--- config.mk ---
export PLATFORM = sky130hd
export DESIGN_NAME = if_fetch_unit
export DESIGN_NICKNAME = d
export VERILOG_FILES = /design/src/rtl/kanade_pkg.sv /design/src/rtl/fetch_fifo.sv /design/src/rtl/if_fetch_unit.sv
export SDC_FILE = /design/constraint.sdc
export NUM_CORES = 1
export LEC_CHECK = 0
export BUFFER_PORTS_ARGS = -buffer_cell sky130_fd_sc_hd__buf_2
export CORE_UTILIZATION = 35
export DETAILED_ROUTE_END_ITERATION = 10
export GPL_ROUTABILITY_DRIVEN = 0
export HOLD_SLACK_MARGIN = 0.06
export PLACE_DENSITY = 0.53
export RECOVER_POWER = 50
export SKIP_LAST_GASP = 1
export SYNTH_ARGS = -nofsm -noshare
export SYNTH_HDL_FRONTEND = slang
export SYNTH_SLANG_ARGS = --single-unit
--- constraint.sdc ---
create_clock -name clk -period 4.45 [get_ports clk]
set_input_delay 0.89 -clock clk [delete_from_list [all_inputs] [get_ports clk]]
set_output_delay 0.89 -clock clk [all_outputs]
set_load 0.02 [all_outputs]
--- src/rtl/kanade_pkg.sv ---
// Shared types and constants for the fetch slice of the kanade pipeline.
package kanade_pkg;

    localparam int XLEN  = 32;
    localparam int INS_W = 32;

    localparam logic [XLEN-1:0]  PC_STEP = 32'd4;
    localparam logic [INS_W-1:0] INS_NOP = 32'h0000_0000;

    // One buffered fetch result as presented to the IF/ID register.
    typedef struct packed {
        logic [XLEN-1:0]  next_pc;
        logic [INS_W-1:0] ins;
    } fetch_entry_t;

endpackage

--- src/rtl/fetch_fifo.sv ---
// First-word-fall-through FIFO of fetch entries with a synchronous flush.
// Flush has priority: a push or pop in the same cycle is ignored.
module fetch_fifo
    import kanade_pkg::*;
#(
    parameter int DEPTH = 2,
    localparam int AW = (DEPTH > 1) ? $clog2(DEPTH) : 1,
    localparam int CW = $clog2(DEPTH + 1)
) (
    input  logic            clk,
    input  logic            reset_n,
    input  logic            push,
    input  fetch_entry_t    push_data,
    input  logic            pop,
    input  logic            flush,
    output fetch_entry_t    head,
    output logic            full,
    output logic            empty,
    output logic [CW-1:0]   count
);

    fetch_entry_t  mem [DEPTH];
    logic [AW-1:0] wr_ptr;
    logic [AW-1:0] rd_ptr;
    logic          do_push;
    logic          do_pop;

    assign full    = (count == CW'(DEPTH));
    assign empty   = (count == '0);
    assign do_push = push && !flush && !full;
    assign do_pop  = pop && !flush && !empty;
    assign head    = mem[rd_ptr];

    // Pointer and occupancy bookkeeping; DEPTH is a power of two so pointers wrap naturally.
    always_ff @(posedge clk or negedge reset_n) begin
        if (!reset_n) begin
            wr_ptr <= '0;
            rd_ptr <= '0;
            count  <= '0;
        end else if (flush) begin
            wr_ptr <= '0;
            rd_ptr <= '0;
            count  <= '0;
        end else begin
            if (do_push) wr_ptr <= wr_ptr + AW'(1);
            if (do_pop)  rd_ptr <= rd_ptr + AW'(1);
            count <= count + CW'(do_push) - CW'(do_pop);
        end
    end

    // Storage write; contents need no reset because empty masks them.
    always_ff @(posedge clk) begin
        if (do_push) mem[wr_ptr] <= push_data;
    end

endmodule

--- src/rtl/if_fetch_unit.sv ---
// Instruction fetch: owns the fetch PC, issues in-order memory requests under
// a credit limit, buffers responses and presents them to IF/ID.
//
// Handshakes: a transfer happens on a cycle where valid && ready are both high
// at the rising edge. imem_req: once valid is raised the address is held until
// ready, and valid only drops for a redirect or reset. imem_rsp has no ready:
// every valid cycle is one response, in request order. fd: ins/next_pc are
// stable while fd_valid && !fd_ready.
module if_fetch_unit
    import kanade_pkg::*;
#(
    parameter logic [XLEN-1:0] RESET_PC   = 32'h0000_0000,
    parameter int              FIFO_DEPTH = 2
) (
    input  logic              clk,
    input  logic              reset_n,
    output logic              imem_req_valid,
    input  logic              imem_req_ready,
    output logic [XLEN-1:0]   imem_req_addr,
    input  logic              imem_rsp_valid,
    input  logic [INS_W-1:0]  imem_rsp_data,
    input  logic              redirect_valid,
    input  logic [XLEN-1:0]   redirect_pc,
    output logic              fd_valid,
    input  logic              fd_ready,
    output logic [INS_W-1:0]  fd_ins,
    output logic [XLEN-1:0]   fd_next_pc
);

    localparam int CW  = $clog2(FIFO_DEPTH + 1);
    localparam int CW1 = CW + 1;

    logic [XLEN-1:0] pc;
    logic [XLEN-1:0] rsp_pc;       // fetch address of the oldest response that will be kept
    logic [CW-1:0]   outstanding;  // all in-flight requests, including ones to be dropped
    logic [CW-1:0]   drop_cnt;     // in-flight requests issued before the last redirect
    logic [CW-1:0]   fifo_count;
    logic            fifo_full;
    logic            fifo_empty;
    fetch_entry_t    fifo_head;
    fetch_entry_t    hold_q;
    fetch_entry_t    push_entry;
    logic [CW:0]     in_use;
    logic            credit_ok;
    logic            req_fire;
    logic            rsp_drop;
    logic            rsp_push;
    logic            fd_pop;

    assign fd_pop = !fifo_empty && fd_ready;

    // A slot being popped this cycle is free by the time any new response can
    // land, so it is already counted as available; this sustains one fetch per
    // cycle with a two-entry buffer and single-cycle memory.
    assign in_use    = {1'b0, outstanding} + {1'b0, fifo_count} - {{CW{1'b0}}, fd_pop};
    assign credit_ok = in_use < CW1'(FIFO_DEPTH);

    assign imem_req_valid = reset_n && !redirect_valid && credit_ok;
    assign imem_req_addr  = pc;
    assign req_fire       = imem_req_valid && imem_req_ready;

    assign rsp_drop   = imem_rsp_valid && (drop_cnt != '0);
    assign rsp_push   = imem_rsp_valid && !rsp_drop;
    assign push_entry = '{next_pc: rsp_pc + PC_STEP, ins: imem_rsp_data};

    fetch_fifo #(.DEPTH(FIFO_DEPTH)) u_fifo (
        .clk       (clk),
        .reset_n   (reset_n),
        .push      (rsp_push),
        .push_data (push_entry),
        .pop       (fd_pop),
        .flush     (redirect_valid),
        .head      (fifo_head),
        .full      (fifo_full),
        .empty     (fifo_empty),
        .count     (fifo_count)
    );

    assign fd_valid   = !fifo_empty;
    assign fd_ins     = fifo_empty ? hold_q.ins     : fifo_head.ins;
    assign fd_next_pc = fifo_empty ? hold_q.next_pc : fifo_head.next_pc;

    // PC, response tagging and credit/drop counters; redirect overrides everything.
    always_ff @(posedge clk or negedge reset_n) begin
        if (!reset_n) begin
            pc          <= RESET_PC;
            rsp_pc      <= RESET_PC;
            outstanding <= '0;
            drop_cnt    <= '0;
        end else begin
            outstanding <= outstanding + CW'(req_fire) - CW'(imem_rsp_valid);
            if (redirect_valid) begin
                pc       <= redirect_pc;
                rsp_pc   <= redirect_pc;
                drop_cnt <= outstanding - CW'(imem_rsp_valid);
            end else begin
                if (req_fire) pc <= pc + PC_STEP;
                if (rsp_push) rsp_pc <= rsp_pc + PC_STEP;
                if (rsp_drop) drop_cnt <= drop_cnt - CW'(1);
            end
        end
    end

    // Remember the entry on display so the outputs keep their last value once empty.
    always_ff @(posedge clk or negedge reset_n) begin
        if (!reset_n) begin
            hold_q <= '{next_pc: '0, ins: INS_NOP};
        end else if (!fifo_empty) begin
            hold_q <= fifo_head;
        end
    end

    // The credit limit must keep the buffer from overflowing and bound in-flight requests.
    assert property (@(posedge clk) disable iff (!reset_n)
        !(rsp_push && !redirect_valid && fifo_full));
    assert property (@(posedge clk) disable iff (!reset_n)
        outstanding <= CW'(FIFO_DEPTH));

endmodule
==> results.md, run 1 <==
- Final design instance area without fill: 13600 µm²
- Die area: 33100 µm²
- Number of standard-cell rows in the floorplan: 65
- Unique cell type count in the Yosys netlist: 53
- Sum of net half-perimeters after detailed placement: 17.3 mm
- Fraction of final layout cells sized beyond drive strength 1: 19.4%
- Dominant register cell in the synthesized netlist: dfrtp_1
- Critical Path RT: 3560 ps
- Number of setup violations in the final report: 0
- Worst r2r path cells: 13
- Final worst clock skew: 13.6 ps
- Num Clock Sinks: 264
- CTS HTree Levels: 1
- Per-cell routed wire length: 17.5 µm
- Gr ovfl total: 0
- Synth Area in XOR/XNOR: 5.72%
- Later-pin clock latency in the skew report: 550 ps
- Storage cell area: 7250 µm²
- Area fraction in compound gates after synthesis: 7.02%
- Clk buf depth: 3
- Share of async-settable or async-resettable flops after synthesis: 51.5%
- Static leakage power: 5.10 nW
- Final-report max-slew violation count: 205
- Global-route wire length before repair: 41.9 mm
- Count of buffer and inverter cells on the critical path: 3
- Hold WC Path Type: reg2reg
- P&R area growth vs syn: 19.8%
- Input/output buffers: 167
- Total routed wirelength: 26.4 mm
- Floorplan Core Area: 31700 µm²
- Flops & latches, synth: 264
- CTS tree: built
- Startpoint-to-endpoint class of the critical path: reg2out
- Synthesized cell area: 11300 µm²
- Worst vdd rail ir drop: 0.316 mV
- Areal power density over the cells: 620 nW/µm²
- Adder-cell area share of the yosys netlist: 1.28%
- Most common cell after layout, fill and taps aside: dfrtp_1
- Slew headroom: -29.8%
- Via density per instance: 4.97
- CTS hold repair buffers: 0
- Most frequent CP cell: inv_1
- Post-placement cell count: 1450
- Critical path depth: 10
- Worst Path Arrival: 3240 ps
- Number of placed I/O pins: 168
- Largest family of logic cells by synthesized area: simple AND/OR/NAND/NOR gates
- Highest net fanout along the worst path: 33
- Total routing usage reported by global routing: 16.0%
- Worst slew pin tran: 1950 ps
- Highest Clock Rate: 0.242 GHz
- Net count after synthesis: 1000
- Starting Density: 35.7%
- Violations in the final reports: max-capacitance violations, max-slew violations
- Util after Layout: 42.8%
- Drt first pass iters: 4
- Synthesized instance count: 919
- Clock transition at path regs: 60 ps
- Root buf cell: clkbuf_16
- Maxcap violations: 4
- Setup repair after global routing missed its margin: false
- Pin count of the biggest net entering global routing: 99
- Status: complete, but fails checks
- Multiplexer area fraction after synthesis: 6.73%
- Die boundary width: 182 µm
- Crit share post-route: 92.8%
- Slowest cell on crit path: xnor2_1
- R2r startpoint: u_fifo.count[1]
- Post-CTS resize count: 0
- Cell accounting for the most synthesized area: edfxtp_1
- Non-filler instance count after layout: 1507
- Mean post-synth cell area: 12.3 µm²
- Hold Worst Slack: 471 ps
- Final ANT Viol Nets: 0
- Minimum period implied by the final worst setup slack: 4130 ps
- Iteration-0 DRC Markers: 379
- Sequence of cells on the critical path: inv_1 -> nand2_4 -> nand2_1 -> inv_1 -> ha_1 -> nand2b_1 -> fa_1 -> xnor2_1 -> nor4bb_1 -> buf_2
- Most frequent cells in the layout: dfrtp_1 (135), buf_2 (130), edfxtp_1 (128)
- Remaining design rule violation count: 0
- Worst Setup End Kind: output port
- Synth area leaders: edfxtp_1 (34%), dfrtp_1 (30%), mux2i_1 (5.8%)
- Synth warnings: 0
- Total via count after detailed routing: 7497
- Sequential element share of the synthesized area: 64.0%
- Min-Delay Path Depth: 0
- Startpoint kind of the worst setup timing path: flip-flop
- Simple logic cell fraction of the synthesized area: 12.8%
- Share of the synthesized area in the top cell type: 33.9%
- Post-synth EDFFs: 128
- Inserted Clock Buffers: 30
- Count of final hold-check violations: 0
- Vertical die dimension: 182 µm
- Number of global-route vias before repair: 7440
- Post-CTS Repair Setup Buffers: 0
- Total Neg Setup Slack: 0 ps
- Biggest cell delay along the critical path: 530 ps
- NumNets Final: 1161
- Cell area after placement: 12600 µm²
- Category of cells accounting for the largest share of critical-path delay: simple AND/OR/NAND/NOR gates
- Filler cells: 3012
- Area occupied by multi-input gates: 3800 µm²
- Launching element of the worst setup path: u_fifo.count[1]
- HP Start: rsp_pc[0]
- Number of antenna violations at the first check in global routing: 1
per-layer routing:
| metal | up-vias | wire [µm] | share of wire [%] | GRT usage [%] |
|---|---|---|---|---|
| met4 | 0 | 324 | 1.2 | 3.53 |
| met3 | 30 | 1420 | 5.4 | 2.97 |
| met1 | 3629 | 13300 | 51 | 23.5 |
| met2 | 214 | 11300 | 43 | 24.4 |
| met5 | - | 0 | 0 | 0 |
| li1 | 3624 | - | - | - |
synthesized netlist by cell type, types with 8 or more instances:
| master | count |
|---|---|
| mux2_2 | 9 |
| dfrtp_1 | 136 |
| and4_1 | 8 |
| clkbuf_1 | 31 |
| xor2_1 | 35 |
| inv_1 | 20 |
| nand4_1 | 26 |
| o211ai_1 | 8 |
| nand3_1 | 33 |
| nor2_1 | 102 |
| nand2_1 | 65 |
| xnor2_1 | 39 |
| buf_2 | 8 |
| buf_1 | 8 |
| a21oi_1 | 76 |
| and3_1 | 9 |
| ha_1 | 10 |
| edfxtp_1 | 128 |
| o21ai_0 | 26 |
| a21boi_0 | 9 |
| mux2i_1 | 66 |
area by class of cell:
cell class	instances	share of cell area, %
Sequential cell	264	53.5
Multi-Input combinational cell	585	28.0
Timing Repair Buffer	179	6.64
Clock buffer	38	6.12
Tap cell	402	3.71
Clock inverter	18	1.51
Inverter	20	0.553
Antenna cell	1	0.0184
state kept, by name, indices dropped and copies added, names as in the netlist:
| name | cells |
|---|---|
| u_fifo.mem | 128 |
| hold_q | 64 |
| imem_req_addr | 32 |
| rsp_pc | 32 |
| drop_cnt | 2 |
| outstanding | 2 |
| u_fifo.count | 2 |
| u_fifo.rd_ptr | 1 |
| u_fifo.wr_ptr | 1 |
logic make-up (layout without fill, tap and decap cells):
logic type	Yosys count	count (layout)
simple gates	287	287
flops	264	264
compound gates	138	138
mux	75	75
xor+xnor	74	74
buf+inv	70	255
fa+ha+maj	11	11
other cells	0	1
report_power, final:
| group | internal [mW] | leakage [nW] | total, mW | switching [mW] |
|---|---|---|---|---|
| logic | 0.823 | 1.86 | 2.57 | 1.75 |
| clock network | 1.55 | 0.512 | 2.54 | 0.985 |
| registers | 3.07 | 2.72 | 3.31 | 0.234 |
path summary, 6_finish.rpt:
check	to	slack (ps)
max	imem_req_valid	320
min	u_fifo.mem[0][32]	470
max reg2reg	imem_req_addr[21]	770
min reg2reg	u_fifo.mem[0][32]	470
max in group asynchronous	u_fifo.rd_ptr	1460
min in group asynchronous	hold_q[36]	550
through the flow:
stage | setup slack, ps | total power, mW
6_report | 319 | 8.41
3_3_place_gp | 712 | 5.92
2_1_floorplan | 800 | 5.05
5_1_grt | 41.4 | 8.89
4_1_cts | 316 | 8.53
3_5_place_dp | 644 | 5.96
No activity file was read; power rests on OpenSTA's default activity.
==> inputs of run 2 (changes only) <==
--- a/config.mk
+++ b/config.mk
@@ -15,4 +15,5 @@
 export SKIP_LAST_GASP = 1
 export SYNTH_ARGS = -nofsm -noshare
 export SYNTH_HDL_FRONTEND = slang
+export SYNTH_HIERARCHICAL = 1
 export SYNTH_SLANG_ARGS = --single-unit
==> run 2 against run 1 <==
  * The run still ends with max-capacitance violations, max-slew violations left
  * Critical endpoint unchanged
  * Worst hold slack lost 6.9 ps
  * Routed wire length shrank 0.22%
  * Utilization shrank 0.059 points
  * Largest cell class unchanged
  * Largest power group unchanged
  * Total power shrank 8.7%
  * Register-to-register slack gained 520 ps
  * Area after synthesis grew 3.6%
  * Via count shrank 2.3%
==> results.md, run 2 <==
- Mean post-synth cell area: 13.7 µm²
- Startpoint kind of the worst setup timing path: flip-flop
- HP Start: rsp_pc[0]
- Clk buf depth: 3
- Gr ovfl total: 0
- Setup repair after global routing missed its margin: false
- Root buf cell: clkbuf_16
- Startpoint-to-endpoint class of the critical path: reg2out
- Vertical die dimension: 185 µm
- Minimum period implied by the final worst setup slack: 3820 ps
- Category of cells accounting for the largest share of critical-path delay: simple AND/OR/NAND/NOR gates
- Later-pin clock latency in the skew report: 540 ps
- Clock transition at path regs: 60 ps
- Placement Setup Slack: 752 ps
- Floorplan Core Area: 32800 µm²
- P&R area growth vs syn: 19.4%
- CTS tree: built
- Final critical-path setup slack: 632 ps
- Via density per instance: 4.92
- Worst vdd rail ir drop: 0.285 mV
- Number of global-route vias before repair: 7307
- CTS hold repair buffers: 0
- Total routed wirelength: 26.3 mm
- Fraction of final layout cells sized beyond drive strength 1: 31.3%
- Post-CTS Repair Setup Buffers: 0
- Number of placed I/O pins: 168
- Largest registers: u_fifo/mem: 128 flops, hold_q: 64 flops
- Register with the highest flop count: u_fifo/mem
- Iteration-0 DRC Markers: 405
- Die boundary width: 185 µm
- Status: complete, but fails checks
- Hold Worst Slack: 465 ps
- Synthesized instance count: 853
- Die area: 34200 µm²
- NumNets Final: 1106
- Areal power density over the cells: 549 nW/µm²
- Biggest cell delay along the critical path: 450 ps
- Count of final hold-check violations: 0
- R2r startpoint: u_fifo/count[1]
- Per-cell routed wire length: 17.7 µm
- Synth warnings: 6
- Total Neg Setup Slack: 0 ps
- Hold WC Path Type: reg2reg
- Net count after synthesis: 934
- Starting Density: 35.8%
- Total via count after detailed routing: 7325
- Launching element of the worst setup path: u_fifo/count[1]
- Total routing usage reported by global routing: 15.6%
- Number of standard-cell rows in the floorplan: 66
- Violations in the final reports: max-capacitance violations, max-slew violations
- Highest net fanout along the worst path: 6
- Max FFs per register: 128
- Static leakage power: 5.49 nW
- Num Clock Sinks: 264
- CTS HTree Levels: 1
- Input/output buffers: 167
- Final ANT Viol Nets: 0
- Synthesized cell area: 11700 µm²
- Post-CTS resize count: 0
- Worst Setup End Kind: output port
- Maxcap violations: 2
- Number of setup violations in the final report: 0
- Count of buffer and inverter cells on the critical path: 1
- Final worst clock skew: 18.1 ps
- Most common cell after layout, fill and taps aside: buf_2
- Inserted Clock Buffers: 29
- Number of antenna violations at the first check in global routing: 1
- Slew headroom: -14.5%
- Critical Path RT: 3560 ps
- Remaining design rule violation count: 0
- Power after layout: 7.68 mW
- Worst Path Arrival: 2930 ps
- Drt first pass iters: 4
- Pin count of the biggest net entering global routing: 66
- Global-route wire length before repair: 41.4 mm
- Crit share post-route: 85.8%
- Worst slew pin tran: 1720 ps
- Highest Clock Rate: 0.262 GHz
- Sum of net half-perimeters after detailed placement: 17.7 mm
- Slowest cell on crit path: nor4bb_1
- Final-report max-slew violation count: 87
- Sequence of cells on the critical path: nor2_1 -> nor2b_1 -> ha_1 -> nand2b_1 -> fa_1 -> xnor2_1 -> nor4bb_1 -> buf_2
- Most frequent cells in the layout: buf_2 (144), dfrtp_1 (135), edfxtp_1 (128)
[run 2: cell count changes in the layout (fill, tap and decap cells not counted), moves of 4 or more]
cell,previous run,this run
a21oi_1,76,5
buf_2,130,144
clkbuf_1,43,30
mux2_1,0,12
mux2_2,9,66
mux2_4,0,50
mux2i_1,66,1
nor2_1,103,27
nor3_1,6,10
nor4_1,1,12
o211ai_1,8,13
o21ai_0,27,36
[run 2: per-stage QoR]
step	cell area [µm²]	instances	utilization (%)
after detailed placement	13100	1436	40.0
after global placement	13100	1436	40.0
final	14000	1490	42.7
after floorplan	11700	853	-
after CTS	14100	1489	42.9
after global routing	14000	1489	42.7
[run 2: final cells by class]
class	instances	area, µm²
Multi-Input combinational cell	529	4210
Antenna cell	1	2.50
Inverter	21	78.8
Sequential cell	264	7250
Clock buffer	43	848
Tap cell	442	553
Clock inverter	10	98.8
Fill cell	3125	18800
Timing Repair Buffer	180	962
[run 2: metal layers]
layer	GRT usage [%]	up-vias	part of all wire, %
met5	0	-	0
met4	3.77	0	1.6
met3	2.95	33	6.8
met2	23.4	227	43
met1	22.9	3588	49
li1	-	3477	-
[run 2: power by group]
group	switching (mW)	leakage [nW]	internal [mW]
clock network	0.946	0.465	1.42
logic	1.24	2.24	0.798
registers	0.216	2.79	3.06
total	2.40	5.49	5.28
[run 2: final timing paths]
path	endpoint	slack, ps	cells after the start
max in group asynchronous	hold_q[48]	1270	2
min reg2reg	u_fifo/mem[1][32]	460	0
min in group asynchronous	hold_q[17]	740	1
max reg2reg	outstanding[1]	1290	13
max	imem_req_valid	630	8
min	u_fifo/mem[1][32]	460	0
==> inputs of run 3 (changes only) <==
--- a/config.mk
+++ b/config.mk
@@ -6,6 +6,7 @@
 export NUM_CORES = 1
 export LEC_CHECK = 0
 export BUFFER_PORTS_ARGS = -buffer_cell sky130_fd_sc_hd__buf_2
+export CORE_ASPECT_RATIO = 0.9
 export CORE_UTILIZATION = 35
 export DETAILED_ROUTE_END_ITERATION = 10
 export GPL_ROUTABILITY_DRIVEN = 0
==> run 3 against run 2 <==
  * The flow still finishes with violations (max-capacitance violations, max-slew violations)
  * Largest cell class unchanged
  * Cell count fell by 1.5%
  * Fmax fell by 5.2%
  * Critical path type unchanged
  * Highest routed layer unchanged
  * Total power rose by 3.0%
  * First-iteration DRC count fell by 0.25%
==> results.md, run 3 (synthesis results as in run 2) <==
- Status: complete, but fails checks
- Violations in the final reports: max-capacitance violations, max-slew violations
- Hold WC Path Type: reg2reg
- Biggest cell delay along the critical path: 1290 ps
- Number of setup violations in the final report: 0
- Vertical die dimension: 176 µm
- Post-placement cell count: 1411
- Proportion of power drawn by the clock network: 33.1%
- Iteration-0 DRC Markers: 404
- Startpoint kind of the worst setup timing path: flip-flop
- Category of cells accounting for the largest share of critical-path delay: buffers and inverters
- Clk buf depth: 3
- N_diodes: 0
- Final worst clock skew: 11.3 ps
- Register with the highest flop count: u_fifo/mem
- CTS tree: built
- Final ANT Viol Nets: 0
- Crit share post-route: 90.5%
- Filler cells: 3115
- Number of placed I/O pins: 168
- Sw power: 2.46 mW
- Worst Path Arrival: 3140 ps
- Worst reg2reg setup slack: 1100 ps
- Number of antenna violations at the first check in global routing: 0
- Largest registers: u_fifo/mem: 128 flops, hold_q: 64 flops
- Later-pin clock latency in the skew report: 560 ps
- Min-Delay Path Depth: 0
- Worst slew pin tran: 1830 ps
- Post-CTS resize count: 0
- Minimum period implied by the final worst setup slack: 4030 ps
- Non-filler instance count after layout: 1467
- Num Clock Sinks: 264
- Die area: 34200 µm²
- Floorplan Core Area: 32900 µm²
- Areal power density over the cells: 563 nW/µm²
- CTS HTree Levels: 1
- Starting Density: 35.6%
- Maxcap violations: 3
- Remaining design rule violation count: 0
- Portion of total power attributed to combinational logic: 25.4%
- Root buf cell: clkbuf_16
- Fraction of final layout cells sized beyond drive strength 1: 30.8%
- Total routed wirelength: 26.4 mm
- Input/output buffers: 167
- Worst hold path endpoint: u_fifo/mem[0][32]
- Startpoint-to-endpoint class of the critical path: reg2out
- Total via count after detailed routing: 7325
- Total routing usage reported by global routing: 15.4%
- Slew headroom: -22.2%
- Switching fraction of total power: 31.0%
- Power Internal: 5.45 mW
- Placement Setup Slack: 673 ps
- Worst vdd rail ir drop: 0.283 mV
- Per-cell routed wire length: 18.0 µm
- Max FFs per register: 128
- Highest Clock Rate: 0.248 GHz
- R2r endpoint: outstanding[1]
- Die boundary width: 195 µm
- Worst Setup End Kind: output port
- Most common cell after layout, fill and taps aside: buf_2
- Number of global-route vias before repair: 7290
- Drt first pass iters: 4
- Clock transition at path regs: 60 ps
- Sequence of cells on the critical path: nor2_4 -> clkbuf_2 -> mux2_2 -> buf_2
- Hold Worst Slack: 475 ps
- Most frequent cells in the layout: buf_2 (146), dfrtp_1 (135), edfxtp_1 (128)
- Number of standard-cell rows in the floorplan: 63
- Highest net fanout along the worst path: 65
- Final critical-path setup slack: 423 ps
- Critical Path RT: 3560 ps
- Util after Layout: 42.6%
- Count of final hold-check violations: 0
- Inserted Clock Buffers: 30
- Global-route wire length before repair: 41.7 mm
- Sequential share of power: 41.5%
- Static leakage power: 5.53 nW
- Pin count of the biggest net entering global routing: 69
- Worst r2r path cells: 13
- R2r startpoint: u_fifo/count[1]
- Final-report max-slew violation count: 163
- Count of buffer and inverter cells on the critical path: 2
- P&R area growth vs syn: 19.8%
- Sum of net half-perimeters after detailed placement: 17.6 mm
- Gr ovfl total: 0
- Setup repair after global routing missed its margin: false
- Post-CTS Repair Setup Buffers: 0
- NumNets Final: 1102
- CTS hold repair buffers: 0
- Slowest cell on crit path: clkbuf_2
- Via density per instance: 4.99
- HP Start: rsp_pc[0]
-- run 3: cell types whose count changed in the layout (fill, tap and decap cells not counted), moves of 2 or more --
cell       change
mux2_1        +11
mux2_2        -11
clkbuf_1       -7
buf_4          -4
bufinv_16      +3
clkinv_2       +3
buf_12         -2
buf_2          +2
clkbuf_8       -2
inv_6          +2
-- run 3: routing by layer --
metal  GRT usage, %  vias to the layer above  routed length [µm]
li1               -                     3454                   -
met1           23.7                     3575               13400
met2           22.6                      260               11000
met3           2.48                       36                1440
met4           3.54                        0                 532
met5              0                        -                   0
-- run 3: how the worst max path moves through the flow --
stage / from / endpoint / slack, ps / cells past startpoint
after floorplan: imem_rsp_valid / u_fifo/mem[0][0] / -70 / 4
after global placement: fd_ready / imem_req_valid / 690 / 8
after detailed placement: fd_ready / outstanding[1] / 670 / 13
after CTS: u_fifo/count[1] / imem_req_valid / 630 / 8
after global routing: u_fifo/count[1] / fd_ins[17] / 210 / 4
final: u_fifo/count[1] / fd_ins[1] / 420 / 4
-- run 3: final cells by class --
cell class | instances | area, µm² | share of cell area [%]
Sequential cell | 264 | 7250 | 51.6
Inverter | 21 | 78.8 | 0.561
Multi-Input combinational cell | 529 | 4210 | 30.0
Clock buffer | 37 | 827 | 5.89
Clock inverter | 19 | 248 | 1.76
Tap cell | 422 | 528 | 3.76
Timing Repair Buffer | 175 | 900 | 6.40
-- run 3: power groups by stage --
stage / combinational [mW] / sequential [mW] / clock, mW
final: 2.01 / 3.28 / 2.62
after global routing: 2.19 / 3.33 / 2.79
after CTS: 2.08 / 3.28 / 2.70
after detailed placement: 2.07 / 3.33 / 0
after global placement: 2.05 / 3.31 / 0
after floorplan: 1.39 / 3.29 / 0
-- run 3: per-stage QoR --
| step | cell area (µm²) | setup TNS [ps] | power, mW |
|---|---|---|---|
| 3_3_place_gp | 13000 | 0 | 5.36 |
| 5_1_grt | 14000 | 0 | 8.31 |
| 3_5_place_dp | 13000 | 0 | 5.39 |
| 2_1_floorplan | 11700 | -9400 | 4.68 |
| 6_report | 14000 | 0 | 7.91 |
| 4_1_cts | 14100 | 0 | 8.06 |
